$ cat config.mk
export PLATFORM = sky130hd
export DESIGN_NAME = leitor_tabuleiro_flat
export DESIGN_NICKNAME = d
export VERILOG_FILES = /design/src/rtl/leitor_tabuleiro_pkg.sv /design/src/rtl/leitor_tabuleiro_if.sv /design/src/rtl/leitor_tabuleiro_avaliador_linhas.sv /design/src/rtl/leitor_tabuleiro.sv /design/src/flat_wrapper.sv
export SDC_FILE = /design/constraint.sdc
export NUM_CORES = 1
export LEC_CHECK = 0
export ABC_AREA = 1
export ABC_CLOCK_PERIOD_IN_PS = 2200
export BUFFER_PORTS_ARGS = -buffer_cell sky130_fd_sc_hd__buf_4
export CORE_MARGIN = 10
export CORE_UTILIZATION = 35
export CTS_CLUSTER_SIZE = 8
export DETAILED_ROUTE_END_ITERATION = 8
export GPL_TIMING_DRIVEN = 0
export SLEW_MARGIN = 10
export SYNTH_ARGS = -nofsm -noshare
export SYNTH_HDL_FRONTEND = slang
export SYNTH_SLANG_ARGS = --single-unit
export TNS_END_PERCENT = 50
$ cat constraint.sdc
create_clock -name clock -period 2.2 [get_ports clock]
set_input_delay 0.11 -clock clock [delete_from_list [all_inputs] [get_ports clock]]
set_output_delay 0.11 -clock clock [all_outputs]
set_load 0.01 [all_outputs]
$ cat src/rtl/leitor_tabuleiro_pkg.sv
// Shared encodings for the micro-board reader: cell and result codes, FSM states
// and the table of the eight tic-tac-toe lines.
package leitor_tabuleiro_pkg;

    localparam int unsigned N_CELULAS = 9;

    localparam logic [1:0] VAZIO = 2'b00;
    localparam logic [1:0] CEL_X = 2'b01;
    localparam logic [1:0] CEL_O = 2'b10;

    typedef enum logic [1:0] {
        RES_NADA   = 2'b00,
        RES_X      = 2'b01,
        RES_O      = 2'b10,
        RES_EMPATE = 2'b11
    } resultado_t;

    typedef enum logic [2:0] {
        OCIOSO = 3'd0,
        LE     = 3'd1,
        ULTIMA = 3'd2,
        AVALIA = 3'd3,
        PRONTO = 3'd4
    } estado_t;

    // Rows, then columns, then the two diagonals; the index is the reported line number.
    localparam logic [3:0] LINHAS [8][3] = '{
        '{4'd0, 4'd1, 4'd2},
        '{4'd3, 4'd4, 4'd5},
        '{4'd6, 4'd7, 4'd8},
        '{4'd0, 4'd3, 4'd6},
        '{4'd1, 4'd4, 4'd7},
        '{4'd2, 4'd5, 4'd8},
        '{4'd0, 4'd4, 4'd8},
        '{4'd2, 4'd4, 4'd6}
    };

endpackage

$ cat src/rtl/leitor_tabuleiro_if.sv
// Request/response and board-RAM read bus of the micro-board reader.
interface leitor_tabuleiro_if;

    logic       iniciar_leitura;
    logic [3:0] macro_idx;
    logic [1:0] ram_dado;
    logic [6:0] ram_addr;
    logic       ram_re;
    logic [1:0] resultado;
    logic       pronto;
    logic       ocupado;
    logic [3:0] db_estado;

    modport master (
        output iniciar_leitura, macro_idx, ram_dado,
        input  ram_addr, ram_re, resultado, pronto, ocupado, db_estado
    );

    modport slave (
        input  iniciar_leitura, macro_idx, ram_dado,
        output ram_addr, ram_re, resultado, pronto, ocupado, db_estado
    );

endinterface

$ cat src/rtl/leitor_tabuleiro_avaliador_linhas.sv
// Combinational evaluation of a captured 3x3 board; LEITOR_LINHA_EN adds the
// index of the lowest winning line of the reported winner.
module avaliador_linhas
    import leitor_tabuleiro_pkg::*;
(
    input  logic [8:0][1:0] tabuleiro,
`ifdef LEITOR_LINHA_EN
    output logic [2:0]      linha,
`endif
    output resultado_t      resultado
);

    logic       x_ganha;
    logic       o_ganha;
    logic       cheio;
`ifdef LEITOR_LINHA_EN
    logic [2:0] x_linha;
    logic [2:0] o_linha;
`endif

    // NOTE: every variable gets a default before the loops, so no latch is inferred.
    always_comb begin
        x_ganha = 1'b0;
        o_ganha = 1'b0;
        cheio   = 1'b1;
`ifdef LEITOR_LINHA_EN
        x_linha = 3'd0;
        o_linha = 3'd0;
`endif
        // Walk downwards so the last hit written is the lowest-numbered line.
        for (int l = 7; l >= 0; l--) begin
            if (tabuleiro[LINHAS[3'(l)][0]] == CEL_X && tabuleiro[LINHAS[3'(l)][1]] == CEL_X &&
                tabuleiro[LINHAS[3'(l)][2]] == CEL_X) begin
                x_ganha = 1'b1;
`ifdef LEITOR_LINHA_EN
                x_linha = 3'(l);
`endif
            end
            if (tabuleiro[LINHAS[3'(l)][0]] == CEL_O && tabuleiro[LINHAS[3'(l)][1]] == CEL_O &&
                tabuleiro[LINHAS[3'(l)][2]] == CEL_O) begin
                o_ganha = 1'b1;
`ifdef LEITOR_LINHA_EN
                o_linha = 3'(l);
`endif
            end
        end
        for (int c = 0; c < 9; c++) begin
            if (tabuleiro[4'(c)] != CEL_X && tabuleiro[4'(c)] != CEL_O) cheio = 1'b0;
        end

        if (x_ganha)      resultado = RES_X;
        else if (o_ganha) resultado = RES_O;
        else if (cheio)   resultado = RES_EMPATE;
        else              resultado = RES_NADA;
`ifdef LEITOR_LINHA_EN
        linha = x_ganha ? x_linha : (o_ganha ? o_linha : 3'd0);
`endif
    end

endmodule

$ cat src/rtl/leitor_tabuleiro.sv
// Reads the nine cells of one micro board from the board RAM and reports the
// game result. Optional macro LEITOR_LINHA_EN adds linha_idx/linha_valida outputs.
module leitor_tabuleiro
    import leitor_tabuleiro_pkg::*;
(
    input  logic              clock,
    input  logic              reset,
    leitor_tabuleiro_if.slave bus
`ifdef LEITOR_LINHA_EN
    ,
    output logic [2:0]        linha_idx,
    output logic [0:0]        linha_valida
`endif
);

    estado_t         estado, prox;
    logic [3:0]      idx;
    logic [3:0]      cnt;
    logic [8:0][1:0] celulas;
    resultado_t      resultado_q;
    resultado_t      res_aval;
    logic [6:0]      base;
`ifdef LEITOR_LINHA_EN
    logic [2:0]      linha_aval;
`endif

    assign base          = 7'({idx, 3'b000}) + 7'(idx);
    assign bus.resultado = resultado_q;

    avaliador_linhas u_avaliador (
        .tabuleiro (celulas),
`ifdef LEITOR_LINHA_EN
        .linha     (linha_aval),
`endif
        .resultado (res_aval)
    );

    always_ff @(posedge clock or negedge reset) begin
        if (!reset) estado <= OCIOSO;
        else        estado <= prox;
    end

    always_comb begin
        prox          = estado;
        bus.ram_re    = 1'b0;
        bus.ram_addr  = 7'd0;
        bus.pronto    = 1'b0;
        bus.ocupado   = 1'b1;
        bus.db_estado = {1'b0, estado};
        case (estado)
            OCIOSO: begin
                bus.ocupado = 1'b0;
                if (bus.iniciar_leitura) prox = (bus.macro_idx <= 4'd8) ? LE : PRONTO;
            end
            LE: begin
                bus.ram_re   = 1'b1;
                bus.ram_addr = base + 7'(cnt);
                if (cnt == 4'(N_CELULAS - 1)) prox = ULTIMA;
            end
            ULTIMA: prox = AVALIA;
            AVALIA: prox = PRONTO;
            PRONTO: begin
                bus.pronto = 1'b1;
                prox       = OCIOSO;
            end
            default: begin
                prox          = OCIOSO;
                bus.ocupado   = 1'b0;
                bus.db_estado = 4'hE;
            end
        endcase
    end

    // NOTE: the nine cell registers form a small register file that is still reset,
    // so a read aborted by reset never leaves stale cells behind.
    always_ff @(posedge clock or negedge reset) begin
        if (!reset) begin
            idx          <= 4'd0;
            cnt          <= 4'd0;
            celulas      <= '0;
            resultado_q  <= RES_NADA;
`ifdef LEITOR_LINHA_EN
            linha_idx    <= 3'd0;
            linha_valida <= 1'b0;
`endif
        end else begin
            case (estado)
                OCIOSO: begin
                    if (bus.iniciar_leitura) begin
                        if (bus.macro_idx <= 4'd8) begin
                            idx <= bus.macro_idx;
                            cnt <= 4'd0;
                        end else begin
                            resultado_q  <= RES_NADA;
`ifdef LEITOR_LINHA_EN
                            linha_idx    <= 3'd0;
                            linha_valida <= 1'b0;
`endif
                        end
                    end
                end
                LE: begin
                    // RAM data lags the address by one cycle.
                    if (cnt != 4'd0) celulas[cnt - 4'd1] <= bus.ram_dado;
                    if (cnt != 4'(N_CELULAS - 1)) cnt <= cnt + 4'd1;
                end
                ULTIMA: celulas[8] <= bus.ram_dado;
                AVALIA: begin
                    resultado_q  <= res_aval;
`ifdef LEITOR_LINHA_EN
                    linha_idx    <= linha_aval;
                    linha_valida <= (res_aval == RES_X) || (res_aval == RES_O);
`endif
                end
                default: ;
            endcase
        end
    end

endmodule

$ cat src/flat_wrapper.sv
// flat-port wrapper written by rule: the top's interface ports become plain ports
module leitor_tabuleiro_flat import leitor_tabuleiro_pkg::*;
  (clock, reset, bus_iniciar_leitura, bus_macro_idx, bus_ram_dado, bus_ram_addr, bus_ram_re, bus_resultado, bus_pronto, bus_ocupado, bus_db_estado);
  leitor_tabuleiro_if bus_i ();
  input  logic clock;
  input  logic reset;
  input wire logic [$bits(bus_i.iniciar_leitura)-1:0] bus_iniciar_leitura;
  input wire logic [$bits(bus_i.macro_idx)-1:0] bus_macro_idx;
  input wire logic [$bits(bus_i.ram_dado)-1:0] bus_ram_dado;
  output wire logic [$bits(bus_i.ram_addr)-1:0] bus_ram_addr;
  output wire logic [$bits(bus_i.ram_re)-1:0] bus_ram_re;
  output wire logic [$bits(bus_i.resultado)-1:0] bus_resultado;
  output wire logic [$bits(bus_i.pronto)-1:0] bus_pronto;
  output wire logic [$bits(bus_i.ocupado)-1:0] bus_ocupado;
  output wire logic [$bits(bus_i.db_estado)-1:0] bus_db_estado;
  assign bus_i.iniciar_leitura = bus_iniciar_leitura;
  assign bus_i.macro_idx = bus_macro_idx;
  assign bus_i.ram_dado = bus_ram_dado;
  assign bus_ram_addr = bus_i.ram_addr;
  assign bus_ram_re = bus_i.ram_re;
  assign bus_resultado = bus_i.resultado;
  assign bus_pronto = bus_i.pronto;
  assign bus_ocupado = bus_i.ocupado;
  assign bus_db_estado = bus_i.db_estado;
  leitor_tabuleiro u_core (.clock(clock), .reset(reset), .bus(bus_i));
endmodule
==> results of run 1 <==
==> registers in the layout, summed over array words and instances (netlist names) <==
register              count
u_core.cnt                4
u_core.idx                4
u_core.estado             3
u_core.bus.resultado      1
==> cell type report <==
cell class | instances | area, um2 | area share
Timing Repair Buffer | 26 | 197.7 | 0.1580
Tap cell | 30 | 37.54 | 0.03000
Buffer | 2 | 11.26 | 0.009000
Inverter | 23 | 86.33 | 0.06900
Multi-Input combinational cell | 98 | 581.8 | 0.4650
Sequential cell | 12 | 300.3 | 0.2400
Clock buffer | 4 | 36.28 | 0.02900
==> worst min-delay path, cell delays in order <==
cell and delay (ps):
buf_4 110, inv_1 50, o21ai_0 70
==> metal layers <==
metal / part of all wire / wire (um) / GRT usage
met5: 0 / 0 / 0
met4: 0.010 / 23 / 0.02151
met3: 0.076 / 169 / 0.03537
met2: 0.48 / 1070 / 0.1480
met1: 0.43 / 960 / 0.09368
==> repair_timing <==
item                       in CTS  in global routing
gates resized for setup         6                  4
pin swaps                       1                  6
hold buffers                    1                  0
hold endpoints to repair       12                  0
buffers inserted                2                  2
setup endpoints to repair       3                  3
==> path summary, 6_finish.rpt <==
path	startpoint	to	slack, ps	cells past startpoint
max	u_core.cnt[3]$_DFFE_PN0P_	bus_ram_addr[6]	10	11
min	bus_macro_idx[1]	u_core.idx[1]$_DFFE_PN0P_	110	3
max reg2reg	u_core.estado[1]$_DFFE_PN0P_	u_core.cnt[0]$_DFFE_PN0P_	890	8
min reg2reg	u_core.bus.resultado[0]$_DFFE_PN0P_	u_core.bus.resultado[0]$_DFFE_PN0P_	520	2
max in group asynchronous	reset	u_core.idx[0]$_DFFE_PN0P_	1840	2
min in group asynchronous	reset	u_core.bus.resultado[0]$_DFFE_PN0P_	200	2
==> layout by cell type (no fill, tap or decap), types with 5 or more instances in the layout <==
cell type and instances:
nand2_1 37, buf_4 26, nor2_1 17, inv_1 16, dfrtp_1 12, inv_2 7, o21ai_0 7, ha_1 7
nand3_1 6, a21oi_1 5
==> power breakdown <==
part	switching (uW)	leakage [uW]	total (uW)	internal, uW
registers	106	0.000152	430	325
logic	781	0.000535	1390	608
clock network	74.2	0.0000210	175	101
total	961	0.000709	1990	1030
==> cells by family (layout without fill, tap and decap cells) <==
kind of cell	after synthesis	after routing	synth area share
AND/OR/NAND/NOR	70	70	0.3193
buffers and inverters	25	55	0.1029
AO/OA/AOI/OAI	13	13	0.06860
flip-flops	12	12	0.3166
adder cells (fa/ha/maj)	11	11	0.1610
XOR/XNOR	3	3	0.02771
other	1	1	0.003954
==> metrics by stage <==
step / worst slack [ps] / std cells / hold WS [ps] / utilization
global placement: 90.01 / 186 / -39.48 / 0.4534
finish: 11.83 / 195 / 112.2 / 0.4960
floorplan: 258.8 / 135 / -185.6 / -
detailed placement: 74.55 / 186 / -39.57 / 0.4534
CTS: -24.11 / 193 / 114.6 / 0.4861
global route: -98.53 / 195 / 133.0 / 0.4960
==> flow_results.org, run 1 <==
** Outcome
- The run finished with clean final reports.

** Die
- Pin placement for this block handled 25 I/O pins.
- Floorplan row count :: 18
- Initial Util :: 0.3760
- In this run the horizontal extent of the chip is 72.06 um.
- The floorplan step defined a die boundary enclosing 5192 um2.
- The die is 72.06 um tall.
- The core region is 2522 um2.

** Route
- Summed over all layers, the routed wires come to around 2200 um.
- In this run the remaining antenna-violating nets after routing total 0.
- Across all layers, the routed design uses 891 vias.
- 1st-iter DRT viols :: 22
- In the routed design, unresolved DRC markers number 0.
- Dividing the detail-routed via count by the number of cells gives 4.569.
- The first detailed-routing pass ran for 5 iterations.
- Dividing the detail-routed wire length by the instance count gives about 11 um.

** Yosys
- The synthesized design spends more area on one cell type than any other, namely dfrtp_1.
- For this run, asynchronously set or reset flops after synthesis account for 1.000.
- Number of different library cells in the post-synthesis netlist :: 20
- In the synthesized netlist the dominant register cell turns out to be dfrtp_1.
- The mapped netlist covers 948.4 um2.
- Share of Yosys cell area claimed by the top area cell type :: 0.3166
- Yosys attributes the largest share of cell area to dfrtp_1 32%, nand2_1 15%, ha_1 12%.
- In this run, synthesis produced a sequential element count of 12.
- For this run, the register share of the synthesized area comes to 0.3166.
- Number of enable flip-flop cells after synthesis :: 0
- Post-Syn Nets :: 155
- After technology mapping, the gate count stands at 135.
- Leading cell types by count after synthesis :: 38 x nand2_1, 19 x inv_1, 17 x nor2_1
- Leading cell type by number of instances after synthesis :: nand2_1
- Number of warnings issued by yosys :: 0
- Mean Syn Cell Area :: 7.025 um2

** Power
- In this run the power density over the cells is 1594 nW/um2.
- Overall power after layout :: 1994 uW
- Lkg Pwr :: 0.0007086 uW
- VDD sags by at most 0.0009691 V.

** Clock tree
- In this run the number of H-tree levels came out at 1.
- The clock reaches the later pin of the worst-skew pair after 270 ps.
- Clock tree from TritonCTS :: built
- CTS saw 12 sinks.
- Clock Pin Slew Worst Setup and Hold Paths :: around 80 ps
- Clock root buffer master :: clkbuf_4
- Clock Path Buffers :: 2
- TritonCTS buffer count :: 3

** STA
- For the final routed database, the setup TNS stands at 0 ps.
- Worst clock skew :: 3.817 ps
- Final setup violation count :: 0
- The final-report max-slew violation count is 0.
- The hold violation count in the final report came to 0.
- In the finished design, the share of the clock period the worst path needs comes to 0.9946.
- Highest attainable clock frequency :: 0.4570 GHz
- Setup repair after global routing missed its margin :: yes
- Counting I/O delays and the setup requirement, the final critical path takes about 2200 ps.

** Worst setup path
- Worst Path Required :: approximately 2100 ps
- Crit path largest cell delay :: roughly 510 ps
- Broken down by cell family, the worst path's largest delay share belongs to adder cells.
- STA puts the critical path data arrival time at roughly 2100 ps.
- Startpoint class of the critical path :: register
- CP Cell Sequence :: inv_2 -> fa_1 -> inv_2 -> ha_4 -> inv_2 -> nand2_2 -> nand3_2 -> nand3_1 -> nand2_1 -> nor2_1 -> buf_4
- The most numerous cell type found on the critical path is inv_2.
- The critical path contains buffers and inverters numbering 4 combined.
- Kind of critical path :: reg -> out
- STA classifies the critical path endpoint as an output port.
- Cell with the largest stage delay on the worst path :: fa_1
- CP max FO :: 4

** Finish
- Diode count :: 0
- Post-synthesis to final-layout area growth :: 31.93%
- With fillers left out, the area of the finished cells amounts to 1251 um2.
- Fill cells in the final layout number ~260.
- For this run, the post-layout net count is 186.
- Ratio of cells with drive above 1 in the final layout :: 0.3030

** Job
- Across the run, the number of max-cap violations was 0.

** Placed design
- After legalization and detailed placement, the total HPWL measured 1780 um.
- After detailed placement, the total cell area comes to 1144 um2.
- During placement, the flow inserted port buffers numbering 21.
- At the end of routability-driven placement, the weighted congestion stood at 0.8026.

** Min path
- Worst min-delay path class :: in -> reg

** Global route
- Total GRT Usage :: 0.08528
- Global-route wire length before repair :: between 3000 and 4000 um
- The via count of the first global-routing pass was 857.
- Largest net degree at the start of global routing :: 13
- The number of antenna violations at the first check in global routing was 0.
- Global route overflow :: 0
No activity file was read; power rests on OpenSTA's default activity.
==> run 2, diff against run 1 <==
--- a/config.mk
+++ b/config.mk
@@ -9,7 +9,7 @@
 export ABC_CLOCK_PERIOD_IN_PS = 2200
 export BUFFER_PORTS_ARGS = -buffer_cell sky130_fd_sc_hd__buf_4
 export CORE_MARGIN = 10
-export CORE_UTILIZATION = 35
+export CORE_UTILIZATION = 30
 export CTS_CLUSTER_SIZE = 8
 export DETAILED_ROUTE_END_ITERATION = 8
 export GPL_TIMING_DRIVEN = 0
==> flow_results.org, run 2 (synthesis results as in run 1) <==
** Outcome
- The run finished, with violations left.
- The final reports fail on setup timing.

** Clock tree
- The source-to-sink clock delay at the later pin of the worst-skew pair was 270 ps (about the same).
- The clock tree buffer depth was 2 (unchanged).
- The tree is rooted in a clkbuf_4.
- TritonCTS buffer count :: 3 (unchanged)
- Clock tree from TritonCTS :: built
- The clock transition at the register clock pins on the worst setup and hold paths after CTS is 70 ps (about the same).
- Maximum level of the CTS H-tree :: 1 (unchanged)
- The clock sink count came to 12 (unchanged).

** STA
- Final-report hold violation count :: 0 (unchanged)
- Share of the clock period used by the worst path after layout :: 1.011 (+0.01630)
- Setup repair after global routing could not meet its margin everywhere.
- Final setup violation count :: 1 (+1)
- The setup skew after layout came to 4.104 ps (+0.2875 ps).
- Post-Route Setup TNS :: -24.03 ps (-24.03 ps)
- Final critical-path required period :: 2224 ps (+35.87 ps)
- The highest clock rate was 0.4496 GHz (-1.6%).
- Max-slew violation count :: 0 (unchanged)
- The post-route worst setup slack was -24.03 ps (-35.87 ps).

** Die
- The number of rows in the core area came to 20 (+2).
- Total I/O pin count :: 25 (unchanged)
- The overall die area was 5810 um2 (+12%).
- Die width :: 76.23 um (+5.8%)
- The area of the placeable core is 3028 um2 (+20%).
- The die span in y was 76.23 um (+5.8%).
- The starting density of the core is 0.3132 (-0.06277).

** Route
- The number of iterations in the first detailed-routing pass was 4 (-1).
- The total wirelength of the detailed-routed design was 2338 um (+5.1%).
- 1st-iter DRT viols :: 37 (+68%)
- Detail Route Antenna Nets :: 0 (unchanged)
- Number of remaining DRC errors :: 0 (unchanged)
- The detail-routed net length per standard cell is 11.29 um (-0.97%).
- Via count of the routed design :: 902 (+1.2%)
- Via/cell ratio :: 4.357 (-4.6%)

** Worst setup path
- The worst setup path is launched from a register.
- The largest incremental delay on the critical path is 540 ps (+30 ps).
- The endpoint identified for the worst register-to-register timing path is u_core.cnt[3]$_DFFE_PN0P_.
- The critical path in this run is classified as reg -> out.
- The data arrival time of the critical path was 2110 ps (+30 ps).
- Traced cell by cell, the critical path runs through inv_2 -> fa_1 -> inv_2 -> ha_4 -> inv_2 -> nand2_2 -> nand3_2 -> nand3_2 -> nand2_1 -> nor2_1 -> buf_4.
- Start point of the critical path :: u_core.idx[0]$_DFFE_PN0P_
- CP max FO :: 4 (unchanged)
- The most numerous cell type found on the critical path is inv_2.
- The startpoint identified for the worst register-to-register timing path is u_core.cnt[1]$_DFFE_PN0P_.
- The slowest stage of the critical path is the fa_1 cell.
- Crit. End Element :: output port
- Setup slack of the most critical reg-to-reg path :: 920 ps (+30 ps)
- The cell depth of the worst flop-to-flop path was 9 (+1).
- Worst Path Required :: 2090 ps (about the same)
- Critical Path End :: bus_ram_addr[6]

** Power
- The power density relative to cell area came to 1568 nW/um2 (-1.6%).
- Overall power after layout :: 1967 uW (-1.3%)
- The internal cell power was 993.3 uW (-3.9%).
- Worst-case vdd ir drop :: 0.0007837 V (-19%)
- Lkg Pwr :: 0.0007013 uW (-1.0%)
- The share of total power in the clock network was 0.066 (-0.022).
- Share of total power in combinational logic :: 0.712 (+0.015)
- The sequential fraction of design power was 0.222 (+0.006).
- Switching Power :: 974.0 uW (+1.4%)
- The share of total power consumed by net switching was 0.4951 (+0.01326).

** Placed design
- # placed instances :: 200 (+7.5%)
- Detailed placer's ending HPWL :: 1822 um (+2.3%)
- Number of buffers inserted by port buffering :: 21 (unchanged)
- Gpl congestion :: 0.7793 (-2.9%)

** Global route
- The wire length of the first global-routing pass was 4146 um (+12%).
- Global route overflow :: 0 (unchanged)
- Fraction of met1 tracks used by global routing :: 0.09824 (+0.004562)
- Largest net degree at the start of global routing :: 13 (unchanged)
- In this run the most used layer during global routing was met2.
- Met2 track demand over resource in global routing :: 0.1369 (-0.01113)
- Antenna violations before repair :: 0 (unchanged)
- Via count of the first global-routing pass :: 953 (+11%)
- The met3 layer usage reported by global route came to 0.03302 (-0.002355).
- The global-route total usage across every layer came to 0.08341 (-0.001864).

** Min path
- Worst min-delay path class :: in -> reg
- Startpoint of the lowest-slack hold path :: bus_macro_idx[0]
- Worst Hold Depth :: 3 (unchanged)

** Finish
- Ratio of cells with drive above 1 in the final layout :: 0.3129 (+0.009853)
- Number of nets in the final layout :: 185 (-0.54%)
- The largest registers in the layout are u_core.cnt (4), u_core.idx (4), u_core.estado (3).
- The number of diodes added for antenna fixing came to 0 (unchanged).
- The non-filler instance count after layout is 207 (+6.2%).
- The library cell used most frequently in the layout, excluding fill and tap cells, is nand2_1.
- The library cells used most frequently in the layout, excluding fill and tap cells, are 37 x nand2_1, 25 x buf_4, 16 x nor2_1.
- Post-synthesis to final-layout area growth :: 32.32%
- Total of fill cells in the finished design :: 327 (+27%)
- Utilization of the core after routing :: 0.4145 (-0.08157)

** Job
- # Max-Cap Violations :: 0 (unchanged)
## run 2: cell count changes in the layout (fill, tap and decap cells not counted), sizes merged
cell,change
clkbuf,-1
buf,-1
## run 2: cell type report
class,instances,area (um2),share of cell area
Multi-Input combinational cell,98,589.3,0.4696
Sequential cell,12,300.3,0.2393
Timing Repair Buffer,25,190.2,0.1515
Inverter,23,86.33,0.06879
Tap cell,44,55.05,0.04387
Clock buffer,3,22.52,0.01795
Buffer,2,11.26,0.008973
## run 2: worst min-delay path by stage
stage,end,slack (ps)
2_1_floorplan,u_core.bus.resultado[0]$_DFFE_PN0P_,-190
3_3_place_gp,u_core.bus.resultado[0]$_DFFE_PN0P_,-40
3_5_place_dp,u_core.bus.resultado[0]$_DFFE_PN0P_,-40
4_1_cts,u_core.idx[0]$_DFFE_PN0P_,120
5_1_grt,u_core.idx[0]$_DFFE_PN0P_,140
6_report,u_core.idx[0]$_DFFE_PN0P_,120
## run 2: repair_timing
action,in CTS,in global routing
hold buffers,1,0
hold endpoints to repair,12,0
pin swaps,6,1
resized for setup,11,2
endpoints found under the setup margin,3,3
cloned,0,0
buffers inserted,2,1
## run 2: power by group through the flow
stage          clock network [uW]  registers (uW)  logic (uW)
4_1_cts                       132             437        1370
5_1_grt                       147             457        1610
6_report                      129             437        1400
3_5_place_dp                    0             446        1230
3_3_place_gp                    0             441        1210
2_1_floorplan                   0             419         822
## run 2: worst max-delay path, delay by kind of cell, from the launching register on
kind | cells | cell delay, ps
DFF | 1 | 390
and+or+nand+nor | 5 | 380
buffers and inverters | 4 | 270
adders and majority gates | 2 | 820
## run 2: metrics by stage
| stage | worst slack, ps | hold WS (ps) | area [um2] |
|---|---|---|---|
| after CTS | -25.43 | 122.0 | 1242 |
| final | -24.03 | 124.0 | 1255 |
| after detailed placement | 73.70 | -39.70 | 1161 |
| after floorplan | 258.8 | -185.6 | 948.4 |
| after global placement | 100.6 | -41.26 | 1161 |
| after global routing | -138.3 | 136.0 | 1255 |
## run 2: routing by layer
| layer | vias to the layer above | wire (um) |
|---|---|---|
| li1 | 469 | - |
| met1 | 404 | 1082 |
| met2 | 25 | 1071 |
| met3 | 4 | 165 |
| met4 | 0 | 18 |
| met5 | - | 0 |
==> run 3, diff against run 2 <==
--- a/config.mk
+++ b/config.mk
@@ -13,6 +13,7 @@
 export CTS_CLUSTER_SIZE = 8
 export DETAILED_ROUTE_END_ITERATION = 8
 export GPL_TIMING_DRIVEN = 0
+export RECOVER_POWER = 50
 export SLEW_MARGIN = 10
 export SYNTH_ARGS = -nofsm -noshare
 export SYNTH_HDL_FRONTEND = slang
==> flow_results.org, run 3 (synthesis results as in run 1) <==
** Outcome
- The run finished, with violations left.
- Violations in the final reports :: setup timing

** Min path
- The worst hold path belongs to the class in -> reg.
- The path with the worst hold slack has its endpoint at u_core.idx[0]$_DFFE_PN0P_.
- Worst Hold Depth :: 3 (unchanged)
- Startpoint of the lowest-slack hold path :: bus_macro_idx[0]

** Worst setup path
- Crit path largest cell delay :: 540 ps (about the same)
- Crit. End Element :: output port
- In this design, the critical path's most frequently occurring cell is inv_2.
- The maximum fanout count along the critical path is 4 (unchanged).
- The worst setup path is launched from a register.
- The worst setup path is of the reg -> out kind.
- Among cell families on the critical path, the largest total delay comes from adder cells.
- The worst endpoint required time came to 2090 ps (about the same).
- Setup slack of the most critical reg-to-reg path :: 920 ps (about the same)
- Number of cells on the worst reg-to-reg path :: 9 (unchanged)
- In this run the critical register-to-register path is launched from u_core.cnt[1]$_DFFE_PN0P_.
- Cell with the largest stage delay on the worst path :: fa_1
- The worst register-to-register path ends at u_core.cnt[3]$_DFFE_PN0P_.
- CP Cell Sequence :: inv_2 -> fa_1 -> inv_2 -> ha_4 -> inv_2 -> nand2_2 -> nand3_2 -> nand3_2 -> nand2_1 -> nor2_1 -> buf_4
- The buffer and inverter count on the worst path came to 4 (unchanged).
- The data arrival time of the critical path was 2120 ps (about the same).

** Die
- The number of placed I/O pins was 25 (unchanged).
- The overall die area was 5810 um2 (unchanged).
- Initial Util :: 0.3132 (unchanged)
- Die width :: 76.23 um (unchanged)
- Core region area :: 3028 um2 (unchanged)
- The die span in y was 76.23 um (unchanged).
- The number of rows in the core area was 20 (unchanged).

** Global route
- Largest net degree at the start of global routing :: 13 (unchanged)
- Antenna violations before repair :: 0 (unchanged)
- The overflow left after global routing came to 0 (unchanged).
- Via count of the first global-routing pass :: 953 (unchanged)
- The wire length of the first global-routing pass is 4146 um (unchanged).
- Total GRT Usage :: 0.08341 (unchanged)

** Clock tree
- The clock tree buffer depth was 2 (unchanged).
- The tree is rooted in a clkbuf_4.
- The clock sink count is 12 (unchanged).
- The clock transition at the register clock pins on the worst setup and hold paths after CTS is 70 ps (about the same).
- Clock tree from TritonCTS :: built
- The source-to-sink clock delay at the later pin of the worst-skew pair came to 270 ps (about the same).
- TritonCTS buffer count :: 3 (unchanged)
- Maximum level of the CTS H-tree :: 1 (unchanged)

** Route
- The number of nets with antenna violations after detailed routing is 0 (unchanged).
- Via count of the routed design :: 902 (unchanged)
- The violation count after the first detailed-route iteration was 30 (-19%).
- The detail-routed net length per standard cell was 11.36 um (+0.60%).
- Via/cell ratio :: 4.357 (unchanged)
- Number of remaining DRC errors :: 0 (unchanged)
- Overall routed net length :: 2352 um (+0.60%)
- The number of iterations in the first detailed-routing pass is 4 (unchanged).

** Finish
- Total of fill cells in the finished design :: 334 (+2.1%)
- From synthesis to final layout, the design area changed by 30.21%.
- Number of nets in the final layout :: 185 (unchanged)
- Most common library cell in the layout ignoring fill and taps :: nand2_1
- Finished Cell Area :: 1235 um2 (-1.6%)
- The top cell types in the final layout, fill and taps aside, are 37 x nand2_1, 21 x buf_4, 16 x nor2_1.
- Register Area :: 300.3 um2 (unchanged)
- Diode count :: 0 (unchanged)
- The share of final-layout standard cells stronger than drive strength 1 came to 0.2822 (-0.03067).
- The area occupied by multi-input gates is 584.3 um2 (-0.85%).
- In the final layout, the registers with the most flip-flops are u_core.cnt (4), u_core.idx (4), u_core.estado (3).

** STA
- Highest attainable clock frequency :: 0.4492 GHz (about the same)
- Final critical-path required period :: 2226 ps (+2.010 ps)
- Worst clock skew :: 3.768 ps (-0.3364 ps)
- Setup repair after global routing missed its margin :: yes
- The final-layout worst hold slack was 126.2 ps (+2.165 ps).
- The post-route worst setup slack was -26.04 ps (-2.009 ps).
- The ratio of final minimum period to clock period is 1.012 (about the same).
- For the pin with the worst max-slew slack, the measured transition is ~670 ps.
- The count of endpoints failing setup in the final report came to 1 (unchanged).
- The final-report max-slew violation count was 0 (unchanged).
- Final-report hold violation count :: 0 (unchanged)
- Relative slew margins :: 0.5524
- The setup TNS is -26.04 ps (-2.009 ps).

** Placed design
- Worst setup slack before clock tree synthesis :: 73.70 ps (unchanged)
- Placed instance area :: 1161 um2 (unchanged)
- The final RePlAce weighted congestion is 0.7793 (unchanged).
- Detailed placer's ending HPWL :: 1822 um (unchanged)
- The number of port buffers was 21 (unchanged).

** Power
- The power density relative to cell area came to 1570 nW/um2 (+0.17%).
- The largest vdd supply drop was 0.0007741 V (-1.2%).
- Lkg Pwr :: 0.0006851 uW (-2.3%)
- Overall power after layout :: 1939 uW (-1.4%)

** Job
- # Max-Cap Violations :: 0 (unchanged)
==> run 3: changes by cell type in the layout (fill, tap and decap cells not counted), sizes merged <==
cell | before | now
clkbuf | 4 | 8
buf | 25 | 21
==> run 3: repair_timing <==
action | CTS | global route
endpoints found under the hold margin | 12 | 0
setup buffers | 2 | 1
endpoints found under the setup margin | 3 | 3
pin swaps | 6 | 1
hold buffers | 1 | 0
resized for setup | 11 | 2
==> run 3: area by class of cell <==
class                           count  share of cell area
Inverter                           23             0.06991
Buffer                              2            0.009119
Tap cell                           44             0.04458
Sequential cell                    12              0.2432
Multi-Input combinational cell     98              0.4732
Timing Repair Buffer               25              0.1418
Clock buffer                        3             0.01824
==> run 3: stage by stage <==
| stage | utilization | instances |
|---|---|---|
| after CTS | 0.4103 | 206 |
| after detailed placement | 0.3835 | 200 |
| after global placement | 0.3835 | 200 |
| after global routing | 0.4079 | 207 |
| final | 0.4079 | 207 |
| after floorplan | - | 135 |
==> run 3: power by group <==
| part | leakage [uW] | switching [uW] | total, uW | internal (uW) |
|---|---|---|---|---|
| registers | 0.000152 | 112 | 437 | 325 |
| logic | 0.000519 | 793 | 1370 | 580 |
| clock network | 0.0000138 | 66.1 | 129 | 63.2 |
| total | 0.000685 | 971 | 1940 | 968 |
==> run 3: tightest hold or removal path, stage by stage <==
cell,delay (ps)
buf_4,110
inv_1,50
o21ai_0,70
==> run 3: how the worst max path moves through the flow <==
stage / start / to / cells past startpoint
5_1_grt: u_core.idx[0]$_DFFE_PN0P_ / bus_ram_addr[4] / 11
4_1_cts: u_core.idx[0]$_DFFE_PN0P_ / bus_ram_addr[6] / 11
3_3_place_gp: u_core.cnt[1]$_DFFE_PN0P_ / bus_ram_addr[5] / 10
6_report: u_core.idx[0]$_DFFE_PN0P_ / bus_ram_addr[6] / 11
3_5_place_dp: u_core.cnt[1]$_DFFE_PN0P_ / bus_ram_addr[5] / 10
2_1_floorplan: u_core.cnt[1]$_DFFE_PN0P_ / bus_ram_addr[5] / 8
==> run 3: per-layer routing <==
layer / part of all wire / global-route usage / wire [um] / vias up
met5: 0 / 0 / 0 / -
met4: 0.0055 / 0.02230 / 13 / 0
met3: 0.071 / 0.03302 / 166 / 2
met2: 0.46 / 0.1369 / 1076 / 23
met1: 0.47 / 0.09824 / 1095 / 406
li1: - / - / - / 471
